--- src/rtl/term_line_write_ctrl_if.sv ---
// rtl/term_line_write_ctrl_if.sv - keyboard, line-buffer and frame-logic signals of the line write sequencer
interface term_line_write_ctrl_if #(
    parameter int CW = 6
);
    logic          char_valid;
    logic [6:0]    char_data;
    logic          char_ready;
    logic          clr_req;
    logic          sr_shift;
    logic          sr_rc;
    logic [CW-1:0] sr_din;
    logic          line_adv;
    logic          line_done;
    logic [5:0]    cursor_col;
    logic          cursor_here;
    logic          busy;

    modport master (
        output char_valid, char_data, clr_req, sr_shift, line_done,
        input  char_ready, sr_rc, sr_din, line_adv, cursor_col, cursor_here, busy
    );

    modport slave (
        input  char_valid, char_data, clr_req, sr_shift, line_done,
        output char_ready, sr_rc, sr_din, line_adv, cursor_col, cursor_here, busy
    );
endinterface

--- src/rtl/term_line_write_ctrl.sv ---
// rtl/term_line_write_ctrl.sv - write sequencer for the recirculating 40-character line buffer
module term_line_write_ctrl #(
    parameter int            COLS  = 40,
    parameter int            CW    = 6,
    parameter logic [CW-1:0] SPACE = 6'h20
) (
    input  logic                  clk,
    input  logic                  reset,
    term_line_write_ctrl_if.slave bus
);
    localparam logic [5:0] LAST = 6'(COLS - 1);

    typedef enum logic [2:0] {
        IDLE,
        WAIT_POS,
        NEWLINE,
        WAIT_ACK,
        CLEAR
    } state_t;

    state_t        state_q;
    logic [5:0]    pos_q;
    logic [5:0]    cursor_col_q;
    logic [5:0]    clr_cnt_q;
    logic          clr_pend_q;
    logic [CW-1:0] char_reg_q;
    logic          line_adv_q;

    logic [5:0]    pos_d;
    logic          at_cursor;
    logic          accept;
    logic          is_cr;
    logic          is_ctrl;
    logic [CW-1:0] char_code_d;

    // pos mirrors the buffer tap and must keep counting whatever the sequencer is doing
    assign pos_d     = bus.sr_shift ? ((pos_q == LAST) ? 6'd0 : pos_q + 6'd1) : pos_q;
    assign at_cursor = (pos_q == cursor_col_q);

    assign bus.char_ready = (state_q == IDLE) && !clr_pend_q && !bus.clr_req;
    assign accept         = bus.char_valid && bus.char_ready;
    assign is_cr          = (bus.char_data == 7'h0D);
    assign is_ctrl        = (bus.char_data < 7'h20);

    // lower-case letters fold onto the upper-case codes the character ROM holds
    assign char_code_d = bus.char_data[CW-1:0] - ((bus.char_data >= 7'h60) ? CW'(6'h20) : CW'(6'h00));

    always_ff @(posedge clk) begin
        if (reset) begin
            state_q      <= IDLE;
            pos_q        <= 6'd0;
            cursor_col_q <= 6'd0;
            clr_cnt_q    <= 6'd0;
            clr_pend_q   <= 1'b0;
            char_reg_q   <= '0;
            line_adv_q   <= 1'b0;
        end else begin
            pos_q      <= pos_d;
            line_adv_q <= 1'b0;

            if (bus.clr_req && (state_q != IDLE)) begin
                clr_pend_q <= 1'b1;
            end

            case (state_q)
                IDLE: begin
                    if (bus.clr_req || clr_pend_q) begin
                        state_q      <= CLEAR;
                        clr_pend_q   <= 1'b0;
                        clr_cnt_q    <= 6'd0;
                        cursor_col_q <= 6'd0;
                    end else if (accept) begin
                        if (is_cr) begin
                            state_q    <= NEWLINE;
                            line_adv_q <= 1'b1;
                        end else if (!is_ctrl) begin
                            char_reg_q <= char_code_d;
                            state_q    <= WAIT_POS;
                        end
                    end
                end

                WAIT_POS: begin
                    if (bus.sr_shift && at_cursor) begin
                        if (cursor_col_q == LAST) begin
                            state_q    <= NEWLINE;
                            line_adv_q <= 1'b1;
                        end else begin
                            cursor_col_q <= cursor_col_q + 6'd1;
                            state_q      <= IDLE;
                        end
                    end
                end

                NEWLINE: begin
                    state_q <= WAIT_ACK;
                end

                WAIT_ACK: begin
                    if (bus.line_done) begin
                        cursor_col_q <= 6'd0;
                        state_q      <= IDLE;
                    end
                end

                CLEAR: begin
                    // one full revolution of the buffer overwrites every column exactly once
                    if (bus.sr_shift) begin
                        if (clr_cnt_q == LAST) begin
                            state_q <= IDLE;
                        end else begin
                            clr_cnt_q <= clr_cnt_q + 6'd1;
                        end
                    end
                end

                default: begin
                    state_q <= IDLE;
                end
            endcase
        end
    end

    always_comb begin
        bus.sr_rc  = 1'b0;
        bus.sr_din = char_reg_q;
        case (state_q)
            WAIT_POS: begin
                bus.sr_rc = at_cursor;
            end
            CLEAR: begin
                bus.sr_rc  = 1'b1;
                bus.sr_din = SPACE;
            end
            default: begin
                bus.sr_rc = 1'b0;
            end
        endcase
    end

    assign bus.line_adv    = line_adv_q;
    assign bus.cursor_col  = cursor_col_q;
    assign bus.cursor_here = at_cursor;
    assign bus.busy        = (state_q != IDLE);
endmodule

--- src/flat_wrapper.sv ---
// flat-port wrapper written by rule: the top's interface ports become plain ports
module term_line_write_ctrl_flat 
#(
    parameter int            COLS  = 40,
    parameter int            CW    = 6,
    parameter logic [CW-1:0] SPACE = 6'h20
)
  (clk, reset, bus_char_valid, bus_char_data, bus_clr_req, bus_sr_shift, bus_line_done, bus_char_ready, bus_sr_rc, bus_sr_din, bus_line_adv, bus_cursor_col, bus_cursor_here, bus_busy);
  term_line_write_ctrl_if #(.CW(CW)) bus_i ();
  input  logic clk;
  input  logic reset;
  input wire logic [$bits(bus_i.char_valid)-1:0] bus_char_valid;
  input wire logic [$bits(bus_i.char_data)-1:0] bus_char_data;
  input wire logic [$bits(bus_i.clr_req)-1:0] bus_clr_req;
  input wire logic [$bits(bus_i.sr_shift)-1:0] bus_sr_shift;
  input wire logic [$bits(bus_i.line_done)-1:0] bus_line_done;
  output wire logic [$bits(bus_i.char_ready)-1:0] bus_char_ready;
  output wire logic [$bits(bus_i.sr_rc)-1:0] bus_sr_rc;
  output wire logic [$bits(bus_i.sr_din)-1:0] bus_sr_din;
  output wire logic [$bits(bus_i.line_adv)-1:0] bus_line_adv;
  output wire logic [$bits(bus_i.cursor_col)-1:0] bus_cursor_col;
  output wire logic [$bits(bus_i.cursor_here)-1:0] bus_cursor_here;
  output wire logic [$bits(bus_i.busy)-1:0] bus_busy;
  assign bus_i.char_valid = bus_char_valid;
  assign bus_i.char_data = bus_char_data;
  assign bus_i.clr_req = bus_clr_req;
  assign bus_i.sr_shift = bus_sr_shift;
  assign bus_i.line_done = bus_line_done;
  assign bus_char_ready = bus_i.char_ready;
  assign bus_sr_rc = bus_i.sr_rc;
  assign bus_sr_din = bus_i.sr_din;
  assign bus_line_adv = bus_i.line_adv;
  assign bus_cursor_col = bus_i.cursor_col;
  assign bus_cursor_here = bus_i.cursor_here;
  assign bus_busy = bus_i.busy;
  term_line_write_ctrl #(.COLS(COLS), .CW(CW), .SPACE(SPACE)) u_core (.clk(clk), .reset(reset), .bus(bus_i));
endmodule
--- config.mk ---
export PLATFORM = sky130hd
export DESIGN_NAME = term_line_write_ctrl_flat
export DESIGN_NICKNAME = d
export VERILOG_FILES = /design/src/rtl/term_line_write_ctrl_if.sv /design/src/rtl/term_line_write_ctrl.sv /design/src/flat_wrapper.sv
export SDC_FILE = /design/constraint.sdc
export NUM_CORES = 1
export LEC_CHECK = 0
export CORE_UTILIZATION = 53
export CTS_BUF_LIST = sky130_fd_sc_hd__clkbuf_4
export CTS_CLUSTER_SIZE = 10
export DETAILED_ROUTE_END_ITERATION = 16
export PLACE_DENSITY = 0.8
export SLEW_MARGIN = 10
export SYNTH_ARGS = -nofsm -noshare
export SYNTH_HDL_FRONTEND = slang
export SYNTH_SLANG_ARGS = --single-unit
--- constraint.sdc ---
create_clock -name clk -period 2.2 [get_ports clk]
set_input_delay 0.22 -clock clk [delete_from_list [all_inputs] [get_ports clk]]
set_output_delay 0.22 -clock clk [all_outputs]
set_load 0.05 [all_outputs]
==> reports/results.txt <==
core area: 2830 sq um
largest net degree at the start of global routing: 13
Largest delay share family, worst path: simple AND/OR/NAND/NOR gates
Port Buf Inserts: 29
DR vias: 1445
most common cell after layout, fill and taps aside: dfxtp_1
slew margin rel.: 61.1%
total wire length: 3500 um
Post-Syn Area per Cell: 8.90 sq um
TritonRoute pass-1 iters: 10
Num CTS Buffers: 5
CP Class: reg2out
DRT antenna net count: 0
Filler cells: 233
Sink Count: 29
critical-path cell list: xor2_1, nor4_4, nor3b_4, a21o_1, buf_12
slowest stage delay, CP: 0.37 ns
FF-to-FF setup slack: 0.34 ns
initial DRC count: 45
failing checks: design-rule violations
sequential-to-total area share from yosys stat: 35.7%
synthesized area: 1630 sq um
RSZ-0062 raised after global routing: false
drc violations: 1
share of post-route cells with drive strength above 1: 15.1%
RR Startpoint: u_core.state_q[2]
Setup crit end kind: output port
status: finished, violations left
number of synthesized register bits: 29
Peak supply drop: 0.440 mV
fin crit period: 2.08 ns
initial antenna violation count: 0
Max-cap violations: 0
hold path startpoint: u_core.clr_cnt_q[1]
share of the core filled with cells: 71.6%
skew final: 0.00736 ns
H-tree levels: 2
Setup TNS Final: 0 ns
Worst-path clk slew: 0.09 ns
CP Max Fanout: 5
Site Rows: 19
worst slew pin tran: 0.577 ns
post-detail-place hpwl: 2710 um
antenna diode count: 0
CP Launch Type: flip-flop
die footprint: 3300 sq um
post-synth cell types: 53
drt wl/cell: 14.1 um
RR Endpoint: u_core.clr_cnt_q[0]
die height: 57.4 um
FF/Latch Area: 581 sq um
Endpoint, Worst Hold: u_core.clr_cnt_q[1]
Tcrit/Tclk final: 94.6%
Slew Limit Fails: 0
Most used DFF post-synth: dfxtp_1
Final nets: 233
synth warn: 0
CTS tree: yes
die width: 57.4 um
hold path depth: 2
CP max stage cell: dfxtp_1
EDFF count, synth: 0
HP Class: reg2reg
Tot GR Track Use: 23.7%
FF-to-FF path depth: 6
Max Clock Freq: 480 MHz
Pwr Density: 629 nW/um^2
vias in the first global route: 1288
Synth async-reset ratio: 0%
Initial Utilization: 57.5%
clk_lat worst skew: 0.33 ns
Synthesized Nets: 199
root cell of the clock tree: clkbuf_4
most frequent cells in the layout: dfxtp_1 (29), nor2_1 (25), clkdlybuf4s50_1 (19), xor2_1 (14), nand3_1 (9)
RD Place Congestion: 0.876
Area Overhead vs Synth: 24.4%
Cells after Synth: 183
CTS max path bufs: 2
first-pass GRT wire length: 5940 um
total grt overflow: 0
multi-input logic area: 1000 sq um
Worst Path Arrival: 1.86 ns
Worst Path Buf+Inv: 1
Setup-failing EPs final: 0
I/O pin count: 30
DR vias/cell: 5.80
Pleak: 0.870 nW
final hold vios: 0
Worst EP required: 1.98 ns
repair_timing:
action                     in CTS  in global routing
resized for setup               5                  0
setup buffers                   1                  1
setup endpoints to repair       6                  1
hold endpoints to repair        0                  0
hold buffers                    0                  0
pin swaps                       0                  1
synth_stat cells, types with 3 or more instances:
cell	count	area, sq um
dfxtp_1	29	581
nor2_1	25	93.8
xor2_1	14	123
nand3_1	9	45.0
a21oi_1	8	40.0
mux2i_1	8	80.1
nand4_1	8	50.1
nand2_1	7	26.3
nor2b_1	6	37.5
o21ai_0	6	30.0
and3_1	5	31.3
inv_1	4	15.0
clkbuf_1	3	11.3
ha_1	3	37.5
nor3_1	3	15.0
final cells by class:
cell class	instances	area share (%)
Clock buffer	6	2.22
Clock inverter	2	0.494
Inverter	4	0.741
Multi-Input combinational cell	143	49.5
Sequential cell	29	28.7
Tap cell	31	1.91
Timing Repair Buffer	34	16.5
metrics by stage:
| step | hold slack [ns] | cells | total power [W] | setup WS, ns | instance area [sq um] |
|---|---|---|---|---|---|
| 3_5_place_dp | 0.478 | 239 | 0.000959 | 0.295 | 1960 |
| 6_report | 0.487 | 249 | 0.00127 | 0.118 | 2030 |
| 4_1_cts | 0.493 | 248 | 0.00128 | 0.0644 | 2020 |
| 2_1_floorplan | 0.317 | 183 | 0.000841 | -0.313 | 1640 |
| 5_1_grt | 0.516 | 249 | 0.00133 | 0.0270 | 2030 |
| 3_3_place_gp | 0.453 | 239 | 0.000952 | 0.337 | 1960 |
how the worst max path moves through the flow:
| stage | from | end | slack (ns) | cells after the start |
|---|---|---|---|---|
| detailed placement | bus_clr_req | u_core.bus.cursor_col[3] | 0.29 | 6 |
| global placement | u_core.state_q[2] | bus_sr_din[2] | 0.34 | 3 |
| CTS | u_core.pos_q[1] | bus_sr_rc | 0.06 | 5 |
| global route | u_core.bus.cursor_col[3] | bus_sr_rc | 0.03 | 5 |
| finish | u_core.bus.cursor_col[4] | bus_sr_rc | 0.12 | 5 |
| floorplan | u_core.bus.cursor_col[1] | bus_sr_rc | -0.31 | 4 |
worst register-to-register path, stage by stage (launching register included):
cell and delay [ns]:
dfxtp_1 0.52, nor3b_4 0.40, buf_4 0.22, nand4_1 0.21, nand2_1 0.17, xor2_1 0.18
nor2_1 0.05
flip-flops by register name, summed over array words and instances, names as in the netlist:
name                   flops
u_core.clr_cnt_q           6
u_core.bus.line_adv        1
u_core.bus.cursor_col      6
u_core.char_reg_q          6
u_core.clr_pend_q          1
u_core.state_q             3
u_core.pos_q               6
cells by family (layout without fill, tap and decap cells):
| family | after synthesis | count (layout) | synth area share [%] |
|---|---|---|---|
| fa+ha+maj | 3 | 3 | 2.31 |
| compound gates | 32 | 32 | 14.2 |
| xor+xnor | 15 | 15 | 8.07 |
| flops | 29 | 29 | 35.7 |
| buf+inv | 11 | 46 | 3.77 |
| mux | 8 | 8 | 4.92 |
| simple gates | 85 | 85 | 31.1 |
where the power goes:
part / total, W / internal [W] / switching [W]
clock: 0.000323 / 0.000134 / 0.000189
sequential: 0.000574 / 0.000545 / 0.0000289
combinational: 0.000377 / 0.000157 / 0.000219
total: 0.00127 / 0.000837 / 0.000438
metal layers:
metal	vias to the layer above	GRT usage, %	part of all wire, %
li1	736	-	-
met1	668	31.8	47
met2	33	35.0	46
met3	8	7.26	4.4
met4	0	10.8	2.3
met5	-	0	0
No activity file was read; power rests on OpenSTA's default activity.
